<file path="src/rtl/seq_det_pkg.sv">
// Shared types and helpers for the serial pattern detector.
//   seq_state_t : detector FSM state (EMPTY / FILLING / ARMED)
//   fill_width  : bit width needed for a fill counter spanning 0..len
package seq_det_pkg;

    typedef enum logic [1:0] {
        EMPTY   = 2'd0,
        FILLING = 2'd1,
        ARMED   = 2'd2
    } seq_state_t;

    // Width of a counter that must hold every value 0..len inclusive.
    function automatic int fill_width(input int len);
        return $clog2(len + 1);
    endfunction

endpackage

</file>
<file path="src/rtl/sat_counter.sv">
// Saturating up-counter with synchronous active-low reset and soft clear.
//   clk   : rising-edge clock
//   rst_n : synchronous active-low reset (highest priority)
//   clr   : synchronous clear to zero (beats inc)
//   inc   : advance by one; held at all-ones once saturated
//   q     : current count
module sat_counter #(
    parameter int WIDTH = 8
) (
    input  logic             clk,
    input  logic             rst_n,
    input  logic             clr,
    input  logic             inc,
    output logic [WIDTH-1:0] q
);

    always_ff @(posedge clk) begin
        if (!rst_n) begin
            q <= '0;
        end else if (clr) begin
            q <= '0;
        end else if (inc && (q != {WIDTH{1'b1}})) begin
            q <= q + 1'b1;
        end
    end

endmodule

</file>
<file path="src/rtl/seq_detector.sv">
// Serial pattern detector. Shifts one qualified bit per clock into a
// PATTERN_LEN-bit window and pulses match when the window equals PATTERN
// while holding PATTERN_LEN bits received since the last reset/clear
// (or since the last match when overlap is disabled).
//   clk         : rising-edge clock, shared with the upstream DFF
//   rst_n       : synchronous active-low reset
//   bit_in      : serial data from the upstream DFF Q
//   bit_valid   : qualifies bit_in on this edge
//   clear       : soft clear of fill, match and match_count (window kept)
//   match       : registered one-cycle pulse per detected pattern
//   match_count : saturating count of matches
//   armed       : window holds PATTERN_LEN valid bits
module seq_detector
    import seq_det_pkg::*;
#(
    parameter int                     PATTERN_LEN = 4,
    parameter logic [PATTERN_LEN-1:0] PATTERN     = 4'b1011,
    parameter int                     OVERLAP     = 1,
    parameter int                     CNT_W       = 8
) (
    input  logic             clk,
    input  logic             rst_n,
    input  logic             bit_in,
    input  logic             bit_valid,
    input  logic             clear,
    output logic             match,
    output logic [CNT_W-1:0] match_count,
    output logic             armed
);

    localparam int                FILL_W = fill_width(PATTERN_LEN);
    localparam logic [FILL_W-1:0] FULL   = FILL_W'(PATTERN_LEN);

    // The shift expression below needs at least two window bits.
    if (PATTERN_LEN < 2 || PATTERN_LEN > 16) begin : g_bad_len
        $error("seq_detector: PATTERN_LEN must be in 2..16");
    end

    seq_state_t             state, next_state;
    logic [PATTERN_LEN-1:0] win, next_win, shift_win;
    logic [FILL_W-1:0]      fill, next_fill, shift_fill;
    logic                   take;     // a bit is actually consumed this edge
    logic                   hit;      // pattern completes on this edge
    logic                   restart;  // non-overlapping mode drops the fill

    // ------------------------------------------------------------------
    // State register
    // ------------------------------------------------------------------
    always_ff @(posedge clk) begin
        if (!rst_n) begin
            state <= EMPTY;
            win   <= '0;
            fill  <= '0;
            match <= 1'b0;
        end else begin
            state <= next_state;
            win   <= next_win;
            fill  <= next_fill;
            // hit already excludes clear, so clear forces the pulse low.
            match <= hit;
        end
    end

    // ------------------------------------------------------------------
    // Next-state logic
    // ------------------------------------------------------------------
    always_comb begin
        shift_win  = {win[PATTERN_LEN-2:0], bit_in};
        shift_fill = (fill == FULL) ? FULL : fill + 1'b1;

        // A bit arriving together with clear is discarded.
        take    = bit_valid && !clear;
        // Compare on the post-shift window so a match reports one edge
        // after the completing bit, not two.
        hit     = take && (shift_win == PATTERN) && (shift_fill == FULL);
        restart = hit && (OVERLAP == 0);

        // Window contents survive clear and restart; only fill gates
        // whether they can match again.
        next_win = take ? shift_win : win;

        next_fill = fill;
        if (clear) begin
            next_fill = '0;
        end else if (take) begin
            next_fill = restart ? '0 : shift_fill;
        end

        next_state = state;
        case (state)
            EMPTY: begin
                if (take) next_state = FILLING;
            end
            FILLING: begin
                if (clear) begin
                    next_state = EMPTY;
                end else if (take && (shift_fill == FULL)) begin
                    next_state = restart ? EMPTY : ARMED;
                end
            end
            ARMED: begin
                if (clear || restart) next_state = EMPTY;
            end
            default: next_state = EMPTY;
        endcase
    end

    // ------------------------------------------------------------------
    // Outputs
    // ------------------------------------------------------------------
    always_comb begin
        armed = (state == ARMED);
    end

    sat_counter #(
        .WIDTH(CNT_W)
    ) u_cnt (
        .clk  (clk),
        .rst_n(rst_n),
        .clr  (clear),
        .inc  (hit),
        .q    (match_count)
    );

endmodule

</file>
<file path="config.mk">
export PLATFORM = sky130hd
export DESIGN_NAME = seq_detector
export DESIGN_NICKNAME = d
export VERILOG_FILES = /design/src/rtl/seq_det_pkg.sv /design/src/rtl/sat_counter.sv /design/src/rtl/seq_detector.sv
export SDC_FILE = /design/constraint.sdc
export NUM_CORES = 1
export LEC_CHECK = 0
export CAP_MARGIN = 20
export CORE_ASPECT_RATIO = 0.9
export CORE_MARGIN = 2
export CORE_UTILIZATION = 25
export CTS_CLUSTER_SIZE = 25
export DETAILED_ROUTE_END_ITERATION = 10
export GPL_ROUTABILITY_DRIVEN = 0
export MAX_ROUTING_LAYER = met4
export PLACE_DENSITY_LB_ADDON = 0.12
export SLEW_MARGIN = 20
export SYNTH_ARGS = -nofsm -noshare
export SYNTH_HDL_FRONTEND = slang
export SYNTH_SLANG_ARGS = --single-unit
</file>
<file path="constraint.sdc">
create_clock -name clk -period 2.6 [get_ports clk]
set_clock_uncertainty 0.2 [all_clocks]
set_input_delay 0.39 -clock clk [delete_from_list [all_inputs] [get_ports clk]]
set_output_delay 0.39 -clock clk [all_outputs]
set_load 0.01 [all_outputs]
</file>
==> results of run 1 <==
==> power breakdown <==
group | internal, mW | switching, mW
Combinational | 0.0139 | 0.0155
Clock | 0.106 | 0.0961
Sequential | 0.263 | 0.00249
Total | 0.383 | 0.114
==> layout by cell type (no fill, tap or decap), types with 2 or more instances in the layout <==
cell type	count
o211ai_1	2
or4_1	5
and3_1	2
a21oi_1	9
and4_1	2
clkdlybuf4s50_1	14
ha_1	3
nor2_1	7
dfxtp_1	17
o21ai_0	3
nand3_1	2
a311oi_1	2
inv_1	2
clkbuf_8	3
o31ai_1	6
nor2b_1	7
nand2b_1	4
mux2i_1	5
nand2_1	6
==> state kept, by name, summed over array words and instances (netlist names) <==
register  cells
fill          3
match         1
state         2
u_cnt.q       8
win           3
==> routing by layer <==
| metal | GRT usage [%] | wire [um] | up-vias | part of all wire [%] |
|---|---|---|---|---|
| met4 | 4.37 | 0 | 0 | 0 |
| met2 | 17.5 | 856 | 8 | 45 |
| met5 | - | 0 | - | 0 |
| met1 | 13.9 | 997 | 345 | 52 |
| li1 | - | - | 402 | - |
| met3 | 2.74 | 61 | 0 | 3.2 |
==> cell families (layout without fill, tap and decap cells) <==
kind of cell    count (synthesis)  after routing
buf+inv                         7             21
simple gates                   42             42
flops                          17             17
compound gates                 26             26
fa+ha+maj                       3              3
mux                             5              5
==> per-stage QoR <==
step	hold WS [ns]	worst slack, ns	utilization (%)
after floorplan	0.214	0.597	-
after global placement	0.238	0.262	31.2
after detailed placement	0.241	0.261	31.2
after CTS	0.253	0.411	32.5
after global routing	0.278	0.249	32.5
final	0.257	0.428	32.5
==> worst max path at each step <==
stage	slack, ns	cells after the start	endpoint	from
3_5_place_dp	0.26	5	u_cnt.q[2]	clear
4_1_cts	0.41	5	u_cnt.q[3]	fill[0]
6_report	0.43	5	u_cnt.q[3]	fill[0]
3_3_place_gp	0.26	5	u_cnt.q[2]	clear
5_1_grt	0.25	5	u_cnt.q[5]	fill[0]
2_1_floorplan	0.60	6	u_cnt.q[0]	fill[0]
==> cell type report <==
cell class                 count  share of cell area (%)
multi-input combinational     76                    46.5
sequential                    17                    30.5
timing repair buffer          15                    13.2
tap                           44                    4.94
clock buffer                   3                    3.70
inverter                       2                   0.673
clock inverter                 1                   0.449
==> flow_metrics.env, run 1 <==
export IMPL_outcome="finished clean"
export IMPL_grt_ovfl_total=0
export IMPL_grt_start_max_net_pins=15
export IMPL_synth_area_leaders="dfxtp_1, mux2i_1, a21oi_1, o31ai_1, nor2b_1"
export IMPL_drtIter0Drc=27
export IMPL_placed_cell_area_um2=1070
export IMPL_post_synth_cell_area_avg_um2=9.11
export IMPL_start_kind="register"
export IMPL_worst_pin_slew_ns=0.606
export IMPL_cts_resized_gates=0
export IMPL_synthMuxAreaShare_pct=5.49
export IMPL_rsz0062_at_grt="false"
export IMPL_htree_num_levels=1
export IMPL_rows=20
export IMPL_netlist_area_leader_share_pct=37.4
export IMPL_fillers=360
export IMPL_netlist_instances=100
export IMPL_hpwl_um=1390
export IMPL_synth_xor_area_share_pct=0
export IMPL_leakagePower_nw=0.357
export IMPL_place_inst=154
export IMPL_ant_nets=0
export IMPL_worst_path_dominant_cell_family="simple AND/OR/NAND/NOR gates"
export IMPL_synth_top_family_by_area="simple AND/OR/NAND/NOR gates"
export IMPL_r2r_start="fill[0]"
export IMPL_fmax_mhz=461
export IMPL_n_antenna_cell=0
export IMPL_cp_end_kind="register"
export IMPL_ios=15
export IMPL_hp_start="state[1]"
export IMPL_die_area_um2=4140
export IMPL_vdd_drop_max_uv=220
export IMPL_syn_nets=108
export IMPL_portBuffers=14
export IMPL_drc_errors=0
export IMPL_drt_vias_per_instance=4.78
export IMPL_clock_sinks=17
export IMPL_crit_type="register to register"
export IMPL_synth_warnings=0
export IMPL_synthFlopType="dfxtp_1"
export IMPL_fin_total_pwr_uw=497
export IMPL_finalCritPeriodShare_pct=83.5
export IMPL_ys_async_sr_fraction_pct=0
export IMPL_max_cap_viol_count=0
export IMPL_cpPeakStageDelay_ns=0.55
export IMPL_drive_gt1_share_pct=6.14
export IMPL_die_y_um=61.3
export IMPL_yosysTopAreaCell="dfxtp_1"
export IMPL_cts_buffers=3
export IMPL_vias=755
export IMPL_crit_required_ns=2.58
export IMPL_first_global_vias=759
export IMPL_final_cells=158
export IMPL_hold_depth=1
export IMPL_synth_compound_area_share_pct=18.5
export IMPL_synth_edf_count=0
export IMPL_crit_path_cell_trace="inv_1 -> ha_1 -> a211o_1 -> or4_1 -> a21oi_1"
export IMPL_routed_wl_um=1910
export IMPL_seq_area_frac_synth_pct=37.4
export IMPL_firstDrtPassIters=4
export IMPL_multi_input_area_um2=518
export IMPL_drv_slew=0
export IMPL_clk_latency_ns=0.25
export IMPL_fp_dieW_um=67.6
export IMPL_synth_seq_cells=17
export IMPL_setup_viol=0
export IMPL_routedWlPerCell_um=12.1
export IMPL_start_util_pct=26.6
export IMPL_power_density_nw_per_um2=446
export IMPL_area_growth_pct=22.4
export IMPL_r2r_end="u_cnt.q[3]"
export IMPL_cp_max_fo=14
export IMPL_crit_slowest_cell="or4_1"
export IMPL_cts_hold_buf=0
export IMPL_syn_area_um2=911
export IMPL_core_area_um2=3430
export IMPL_postCtsSetupRepairBufs=0
export IMPL_clkTransAtPathRegs_ns=0.07
export IMPL_nNetsFinal=123
export IMPL_reg2reg_depth=5
export IMPL_cts_tree="yes"
export IMPL_grt_first_pass_wirelength_um=3370
export IMPL_clock_path_buffers=2
export IMPL_synth_common_cells="dfxtp_1, a21oi_1, nor2_1, nor2b_1"
export IMPL_yosys_area_share_simple_pct=28.7
export IMPL_tns_ns=0
export IMPL_relSlewSlack_pct=59.4
export IMPL_finalHoldViolCount=0
export IMPL_synth_most_common_cell="dfxtp_1"
export IMPL_holdPathEnd="state[0]"
export IMPL_track_usage_pct=11.2
export IMPL_hold_path_class="register to register"
export IMPL_stdcell_area_um2=1110
export IMPL_period_needed_ns=2.17
export IMPL_antenna_found_initial=0
export IMPL_worst_path_buf_inv=1
export IMPL_cts_root_buffer="clkbuf_8"
export IMPL_seq_area_um2=340
export IMPL_r2r_slack_ns=0.43
export IMPL_ys_types=31
export IMPL_synth_fa_ha_area_share_pct=4.12
export IMPL_crit_arrival_ns=2.15
Power figures use the tool's default switching activity.
==> inputs of run 2 (changes only) <==
==> constraint.sdc (replaced) <==
create_clock -name clk -period 2.2 [get_ports clk]
set_clock_uncertainty 0.2 [all_clocks]
set_input_delay 0.33 -clock clk [delete_from_list [all_inputs] [get_ports clk]]
set_output_delay 0.33 -clock clk [all_outputs]
set_load 0.01 [all_outputs]
==> run 2 against run 1 <==
  * Critical path depth rose by 2
  * Largest power group unchanged
  * Clock power rose by 17%
  * Largest cell class unchanged
  * Critical endpoint is now u_cnt.q[2]
  * First-iteration DRC count fell by 30%
  * Register-to-register slack got worse by 0.30 ns
==> flow_metrics.env, run 2 (synthesis results as in run 1) <==
export IMPL_hold_path_class="register to register"
export IMPL_die_area_um2=4140
export IMPL_grt_ovfl_total=0
export IMPL_clkTransAtPathRegs_ns=0.07
export IMPL_clock_path_buffers=2
export IMPL_clk_latency_ns=0.25
export IMPL_first_global_vias=761
export IMPL_hold_ws_ns=0.242
export IMPL_drc_errors=0
export IMPL_max_cap_viol_count=0
export IMPL_firstDrtPassIters=4
export IMPL_track_usage_pct=11.5
export IMPL_antenna_found_initial=0
export IMPL_finalWorstSetupSlack_ns=0.128
export IMPL_vias=813
export IMPL_holdPathEnd="state[0]"
export IMPL_largest_reg_flops=8
export IMPL_drv_slew=0
export IMPL_cts_tree="yes"
export IMPL_rows=20
export IMPL_crit_arrival_ns=1.99
export IMPL_cp_end_kind="register"
export IMPL_vdd_drop_max_uv=151
export IMPL_reg_top3="u_cnt.q (8), fill (3), win (3)"
export IMPL_outcome="finished clean"
export IMPL_cp_max_fo=8
export IMPL_routedWlPerCell_um=12.7
export IMPL_cpPeakStageDelay_ns=0.38
export IMPL_fin_total_pwr_uw=590
export IMPL_fmax_mhz=483
export IMPL_startpoint="fill[0]"
export IMPL_tns_ns=0
export IMPL_hold_depth=1
export IMPL_portBuffers=14
export IMPL_relSlewSlack_pct=68.1
export IMPL_cts_hold_buf=0
export IMPL_cts_root_buffer="clkbuf_8"
export IMPL_nNetsFinal=129
export IMPL_setup_viol=0
export IMPL_final_cell_mix="dfxtp_1, clkdlybuf4s50_1, a21oi_1"
export IMPL_r2r_end="u_cnt.q[2]"
export IMPL_crit_path_cell_trace="ha_2 -> nand2b_1 -> a211o_4 -> buf_2 -> buf_4 -> o31ai_2 -> a21oi_1"
export IMPL_worst_path_buf_inv=2
export IMPL_fp_dieW_um=67.6
export IMPL_period_needed_ns=2.07
export IMPL_drt_vias_per_instance=4.96
export IMPL_hpwl_um=1420
export IMPL_dp_slack_ns=0.0319
export IMPL_finalHoldViolCount=0
export IMPL_clock_sinks=17
export IMPL_ant_nets=0
export IMPL_start_util_pct=26.6
export IMPL_stdcell_area_um2=1170
export IMPL_crit_type="register to register"
export IMPL_core_area_um2=3430
export IMPL_reg2reg_depth=7
export IMPL_n_antenna_cell=0
export IMPL_drtIter0Drc=19
export IMPL_htree_num_levels=1
export IMPL_worst_path_dominant_cell_family="compound AO/OA/AOI/OAI gates"
export IMPL_worst_pin_slew_ns=0.478
export IMPL_crit_slowest_cell="a211o_4"
export IMPL_routed_wl_um=2080
export IMPL_drive_gt1_share_pct=14.2
export IMPL_ios=15
export IMPL_r2r_slack_ns=0.13
export IMPL_grt_first_pass_wirelength_um=3390
export IMPL_hp_start="state[1]"
export IMPL_cts_buffers=3
export IMPL_grt_start_max_net_pins=14
export IMPL_final_common_cell="dfxtp_1"
export IMPL_crit_required_ns=2.12
export IMPL_rsz0062_at_grt="false"
export IMPL_leakagePower_nw=0.384
export IMPL_r2r_start="fill[0]"
export IMPL_die_y_um=61.3
export IMPL_power_density_nw_per_um2=502
export IMPL_area_growth_pct=29.0
export IMPL_fillers=360
export IMPL_finalCritPeriodShare_pct=94.2
export IMPL_regMostFlops="u_cnt.q"
export IMPL_start_kind="register"
export IMPL_placed_cell_area_um2=1100
-- run 2: final cells by class --
class	instances	area, um^2	area share [%]
Multi-Input combinational cell	76	534	45.5
Sequential cell	17	342	29.1
Timing Repair Buffer	21	190	16.2
Tap cell	44	55.1	4.69
Clock buffer	3	41.3	3.51
Inverter	2	7.51	0.639
Clock inverter	1	5.00	0.426
-- run 2: how the worst max path moves through the flow --
stage	slack, ns	cells past startpoint	endpoint
after global routing	0.02	7	u_cnt.q[2]
after CTS	0.03	5	u_cnt.q[3]
after floorplan	0.20	6	u_cnt.q[0]
final	0.13	7	u_cnt.q[2]
after detailed placement	0.03	5	u_cnt.q[7]
after global placement	0.04	5	u_cnt.q[2]
-- run 2: what timing repair did --
action / in CTS / in global routing
resized for setup: 0 / 5
buffers inserted: 0 / 2
endpoints found under the setup margin: 0 / 7
-- run 2: stage by stage --
| stage | util, % | std cells |
|---|---|---|
| finish | 34.3 | 164 |
| global route | 34.3 | 164 |
| CTS | 33.4 | 162 |
| detailed placement | 32.0 | 158 |
| global placement | 32.0 | 158 |
| floorplan | - | 100 |
-- run 2: power breakdown --
group          internal [mW]  switching [mW]
combinational         0.0189          0.0197
clock                  0.126           0.112
sequential             0.311         0.00295
total                  0.456           0.134
-- run 2: per-layer routing --
metal | vias to the layer above | global-route usage (%) | wire length (um)
met5 | - | - | 0
met1 | 385 | 14.0 | 1020
met3 | 2 | 2.74 | 65
met4 | 0 | 5.25 | 15
li1 | 412 | - | -
met2 | 14 | 18.1 | 975
